==> src/rtl/rnd_share_arbiter.sv <==
// rnd_share_arbiter
//   Shares one W-bit pseudo-random source among NREQ requesters. A round-robin
//   arbiter picks one requester, which then waits for the next fresh sample and
//   receives it with a one-cycle gnt pulse. Every fresh sample goes to at most
//   one requester, so no two clients ever see the same value.
//
//   Optional feature (macro RND_REJECT_EN): rejection sampling against a
//   per-client exclusive upper bound, with a zero-valued fallback delivery after
//   MAX_TRY consecutive rejections.
//
// Ports
//   clk          in   1       system clock
//   Reset        in   1       asynchronous, active-high reset
//   req          in   NREQ    level request per client, held until its gnt pulses
//   req_bound    in   NREQ*W  per-client exclusive bound, client i at [i*W +: W]
//   rnd_in       in   W       current random-source value
//   rnd_fresh    in   1       strobe: rnd_in holds a new, unused sample
//   gnt          out  NREQ    one-hot 1-cycle grant; rnd_out valid in that cycle
//   rnd_out      out  W       delivered sample, held until the next delivery
//   busy         out  1       high while in WAIT or DELIVER
//   rnd_fallback out  1       pulses with gnt when a fallback value is delivered
module rnd_share_arbiter #(
    parameter int NREQ    = 4,
    parameter int W       = 9,
    parameter int MAX_TRY = 7
) (
    input  logic              clk,
    input  logic              Reset,
    input  logic [NREQ-1:0]   req,
    input  logic [NREQ*W-1:0] req_bound,
    input  logic [W-1:0]      rnd_in,
    input  logic              rnd_fresh,
    output logic [NREQ-1:0]   gnt,
    output logic [W-1:0]      rnd_out,
    output logic              busy,
    output logic              rnd_fallback
);

    localparam int IW = (NREQ > 1) ? $clog2(NREQ) : 1;

    typedef enum logic [1:0] {IDLE, WAIT, DELIVER} state_t;

    state_t          state, state_nxt;
    logic [IW-1:0]   owner, rr_ptr, winner;
    logic            accept, at_max, take;
    logic [NREQ-1:0] gnt_nxt;
    logic            busy_nxt, fallback_nxt;

    // First set request bit scanning upward from the slot after the last winner.
    function automatic logic [IW-1:0] rr_pick(input logic [NREQ-1:0] r,
                                              input logic [IW-1:0]   p);
        logic [IW-1:0] sel;
        logic          found;
        int            idx;
        sel   = p;
        found = 1'b0;
        for (int k = 1; k <= NREQ; k++) begin
            idx = (int'(p) + k) % NREQ;
            if (!found && r[IW'(idx)]) begin
                sel   = IW'(idx);
                found = 1'b1;
            end
        end
        return sel;
    endfunction

    assign winner = rr_pick(req, rr_ptr);

`ifdef RND_REJECT_EN
    localparam int TW = $clog2(MAX_TRY + 1);

    logic [TW-1:0] try_cnt;
    logic [W-1:0]  bound;

    // A zero bound means the client accepts any sample.
    assign bound  = req_bound[int'(owner)*W +: W];
    assign accept = (bound == '0) || (rnd_in < bound);
    assign at_max = (try_cnt == TW'(MAX_TRY));

    always_ff @(posedge clk or posedge Reset) begin
        if (Reset) begin
            try_cnt <= '0;
        end else if (state == IDLE && |req) begin
            try_cnt <= '0;
        end else if (state == WAIT && req[owner] && rnd_fresh && !accept && !at_max) begin
            try_cnt <= try_cnt + 1'b1;
        end
    end
`else
    logic unused_cfg;

    assign accept     = 1'b1;
    assign at_max     = 1'b0;
    assign unused_cfg = ^{req_bound, (MAX_TRY != 0)};
`endif

    // A fresh sample is consumed only by a WAIT cycle whose owner still requests;
    // a rejected sample at the retry limit turns into a fallback delivery.
    assign take = (state == WAIT) && req[owner] && rnd_fresh && (accept || at_max);

    always_ff @(posedge clk or posedge Reset) begin
        if (Reset) begin
            state <= IDLE;
        end else begin
            state <= state_nxt;
        end
    end

    always_comb begin
        state_nxt = state;
        case (state)
            IDLE:    if (|req) state_nxt = WAIT;
            WAIT: begin
                if (!req[owner]) state_nxt = IDLE;
                else if (take)   state_nxt = DELIVER;
            end
            DELIVER: state_nxt = IDLE;
            default: state_nxt = IDLE;
        endcase
    end

    // Outputs are computed one cycle ahead and registered, so gnt is high exactly
    // during DELIVER with no combinational path from req.
    always_comb begin
        gnt_nxt      = '0;
        fallback_nxt = 1'b0;
        busy_nxt     = (state_nxt != IDLE);
        if (take) begin
            gnt_nxt[owner] = 1'b1;
            fallback_nxt   = !accept;
        end
    end

    always_ff @(posedge clk or posedge Reset) begin
        if (Reset) begin
            gnt          <= '0;
            busy         <= 1'b0;
            rnd_fallback <= 1'b0;
        end else begin
            gnt          <= gnt_nxt;
            busy         <= busy_nxt;
            rnd_fallback <= fallback_nxt;
        end
    end

    always_ff @(posedge clk or posedge Reset) begin
        if (Reset) begin
            owner   <= '0;
            rr_ptr  <= IW'(NREQ - 1);
            rnd_out <= '0;
        end else begin
            if (state == IDLE && |req) owner <= winner;
            if (state == DELIVER)      rr_ptr <= owner;
            if (take)                  rnd_out <= accept ? rnd_in : '0;
        end
    end

endmodule

==> config.mk <==
export PLATFORM = sky130hd
export DESIGN_NAME = rnd_share_arbiter
export DESIGN_NICKNAME = d
export VERILOG_FILES = /design/src/rtl/rnd_share_arbiter.sv
export SDC_FILE = /design/constraint.sdc
export NUM_CORES = 1
export LEC_CHECK = 0
export ABC_CLOCK_PERIOD_IN_PS = 2100
export BUFFER_PORTS_ARGS = -buffer_cell sky130_fd_sc_hd__buf_2
export CAP_MARGIN = 5
export CORE_MARGIN = 4
export CORE_UTILIZATION = 38
export CTS_CLUSTER_SIZE = 8
export DETAILED_ROUTE_END_ITERATION = 12
export GPL_TIMING_DRIVEN = 0
export PLACE_DENSITY_LB_ADDON = 0.12
export SLEW_MARGIN = 10
export SYNTH_ARGS = -nofsm -noshare
export SYNTH_HDL_FRONTEND = slang
export SYNTH_SLANG_ARGS = --single-unit
==> constraint.sdc <==
create_clock -name clk -period 2.1 [get_ports clk]
set_input_delay 0.315 -clock clk [delete_from_list [all_inputs] [get_ports clk]]
set_output_delay 0.315 -clock clk [all_outputs]
set_load 0.02 [all_outputs]
==> metrics <==
status=finished, final reports clean; clk sink count=20; DRC errors left=0; share of Yosys cell area claimed by the top area cell type=0.5294; vias post-DR=620; most frequent standard cell in the layout excluding fill and tap cells=sky130_fd_sc_hd__buf_2; Resized Gates After CTS=0; CTS clk-pin slew, worst paths=0.11 ns; number of antenna violations at the first check in global routing=0; count of mapped cells out of synthesis=67; warnings from Yosys=0; number of distinct library cell variants in the gate-level netlist after synthesis=22; most frequent cells in the layout=sky130_fd_sc_hd__buf_2 (29), sky130_fd_sc_hd__dfrtp_1 (18), sky130_fd_sc_hd__mux2_2 (12); Fin Clk Skew=0.007957 ns; Worst Path Required=2.28 ns; Post-CTS Repair Setup Buffers=0; worst path bufs/invs=0; VDD IR max=596.4 uV; number of buffers inserted for hold repair after clock tree synthesis=0; transition time at the pin with the least slew margin=0.7152 ns; highest-delay cell along the critical path=sky130_fd_sc_hd__mux4_2; top fanout value on the critical path=10; Slew HR=0.5227; Diodes inserted=0; Synth-to-Final Area Change=25.29%; unrepaired setup endpoints after global routing=false; dominant cells by area after synthesis=sky130_fd_sc_hd__dfrtp_1 (53%), sky130_fd_sc_hd__mux2_2 (16%), sky130_fd_sc_hd__dfstp_2 (6.2%), sky130_fd_sc_hd__o21ai_0 (2.9%), sky130_fd_sc_hd__mux4_2 (2.6%); vias per cell=4.882; Worst Path Arrival=1.85 ns; Static Leakage=0.5342 nW; minimum setup slack after placement=0.4274 ns; worst setup path class=flip-flop to flip-flop; power density normalized to cell area=1404 mW/mm2; count of routing violations after the opening detailed-route iteration=15; latest clock arrival within the worst-skew pair=0.29 ns; count of input and output buffers=29; launch instance of the worst register-to-register path=owner[1]; share of the clock period used by the worst path=0.7958; overall die area=0.003060 mm2; net total in the final layout=153; post-detail-place hpwl=1163 um; CTS tree=yes; final count of hold timing violations=0; H-tree levels=1; Seq/Total Area, Yosys=0.5912; element type at the critical path end=flip-flop; critical path cell sequence=mux4_2 > nand3_4 > mux2_2; Initial Util=0.4167; final routed wirelength across all metal layers=1522 um; maximum number of pins on one net before global-route repair=21; remaining global-route overflow=0; row cnt=16; post-synth top area cell=sky130_fd_sc_hd__dfrtp_1; total count of max-transition violations in the final report=0; core footprint=0.002042 mm2; dominant delay contributor by cell family on the critical path=multiplexers; final worst path period need=1.671 ns; first-pass GRT wire length=2697 um; worst min-delay path category=primary input to async pin; # IOs=67; Max Freq=598.4 MHz; buffer depth of the longest clock path=2; total clock buffers created by CTS=3; placer's final routability congestion estimate=0.7518; post-route setup slack=0.4288 ns; fraction of layout cells with a size suffix above 1=0.5000; horizontal die dimension=55.32 um; Avg Synthesized Cell Area=12.70 um2; root buffer cell=sky130_fd_sc_hd__clkbuf_4; post-detailed-route wirelength per cell=11.98 um; synthesized flop and latch total=20; vias in the first global route=602; die extent in y=55.32 um; Post-Route Setup TNS=0 ns; worst setup path start=owner[1]; Cell Count, Final, Fillers Out=127; startpoint kind of the worst setup timing path=flip-flop; length of the first detailed-routing pass in iterations=4; # Max-Cap Violations=0; total routing usage reported by global routing=0.1092; nets in the synthesized netlist=119; Setup-failing EPs final=0; biggest cell delay along the critical path=0.58 ns; total instance count after detailed placement=123; synthesized area=850.8 um2; Final ANT Viol Nets=0
==> cell type report <==
| cell class | instances | area, um2 |
|---|---|---|
| buffer | 1 | 7.507 |
| clock buffer | 4 | 36.28 |
| fill | 201 | 975.9 |
| inverter | 3 | 11.26 |
| multi-input combinational | 43 | 329.1 |
| sequential | 20 | 503.0 |
| tap | 27 | 33.78 |
| timing repair buffer | 29 | 145.1 |
==> path summary, 6_finish.rpt <==
check | endpoint | slack, ns | depth (start not counted)
worst max-delay path | rnd_out[4] | 0.43 | 3
worst min-delay path | busy | 0.12 | 2
worst max register to register | rnd_out[4] | 0.43 | 3
worst min register to register | rnd_out[0] | 0.51 | 1
max in group asynchronous | owner[1] | 1.53 | 2
min in group clk | rnd_out[6] | 0.24 | 2
==> sequential cells by signal (all words and copies together), names as in the netlist <==
register / count
state: 2
gnt: 4
rnd_out: 9
rr_ptr: 2
busy: 1
owner: 2
==> cell usage after synthesis <==
| master | number |
|---|---|
| sky130_fd_sc_hd__dfrtp_1 | 18 |
| sky130_fd_sc_hd__mux2_2 | 12 |
| sky130_fd_sc_hd__nand2_1 | 5 |
| sky130_fd_sc_hd__nor2_1 | 5 |
| sky130_fd_sc_hd__o21ai_0 | 5 |
| sky130_fd_sc_hd__inv_1 | 3 |
| sky130_fd_sc_hd__nand2b_1 | 3 |
| sky130_fd_sc_hd__dfstp_2 | 2 |
| sky130_fd_sc_hd__a211o_1 | 1 |
| sky130_fd_sc_hd__a21o_1 | 1 |
| sky130_fd_sc_hd__a21oi_1 | 1 |
| sky130_fd_sc_hd__a221oi_1 | 1 |
| sky130_fd_sc_hd__and2b_1 | 1 |
| sky130_fd_sc_hd__buf_4 | 1 |
| sky130_fd_sc_hd__conb_1 | 1 |
| sky130_fd_sc_hd__mux4_2 | 1 |
| sky130_fd_sc_hd__nand3_1 | 1 |
| sky130_fd_sc_hd__nand3_4 | 1 |
| sky130_fd_sc_hd__nand3b_1 | 1 |
| sky130_fd_sc_hd__nor2b_1 | 1 |
| sky130_fd_sc_hd__nor3_1 | 1 |
| sky130_fd_sc_hd__nor3b_1 | 1 |
==> power by group <==
part	switching [mW]	internal (mW)
Sequential	0.103	0.559
Combinational	0.333	0.285
Clock	0.112	0.106
Total	0.548	0.949
==> per-layer routing <==
metal / wire [um] / up-vias / global-route usage
met5: 0 / - / 0
met4: 8 / 0 / 0.05208
met3: 114 / 2 / 0.03263
met2: 752 / 23 / 0.1740
met1: 647 / 299 / 0.1344
li1: - / 296 / -
==> logic make-up (layout without fill, tap and decap cells) <==
group	Yosys count	after routing	synth area share
flip-flops	20	20	0.5912
AND/OR/NAND/NOR	20	20	0.1324
multiplexers	13	13	0.1853
AO/OA/AOI/OAI	9	9	0.06470
buffers and inverters	4	37	0.02206
other	1	1	0.004408
==> stage by stage <==
step | util | instance area, um2 | hold slack (ns) | power [mW]
2_1_floorplan | - | 850.8 | 0.2773 | 1.103
3_3_place_gp | 0.5043 | 1030 | 0.4649 | 1.278
3_5_place_dp | 0.5043 | 1030 | 0.4814 | 1.297
4_1_cts | 0.5221 | 1066 | 0.1443 | 1.519
5_1_grt | 0.5221 | 1066 | 0.1909 | 1.608
6_report | 0.5221 | 1066 | 0.1159 | 1.497
No activity file was read; power rests on OpenSTA's default activity.
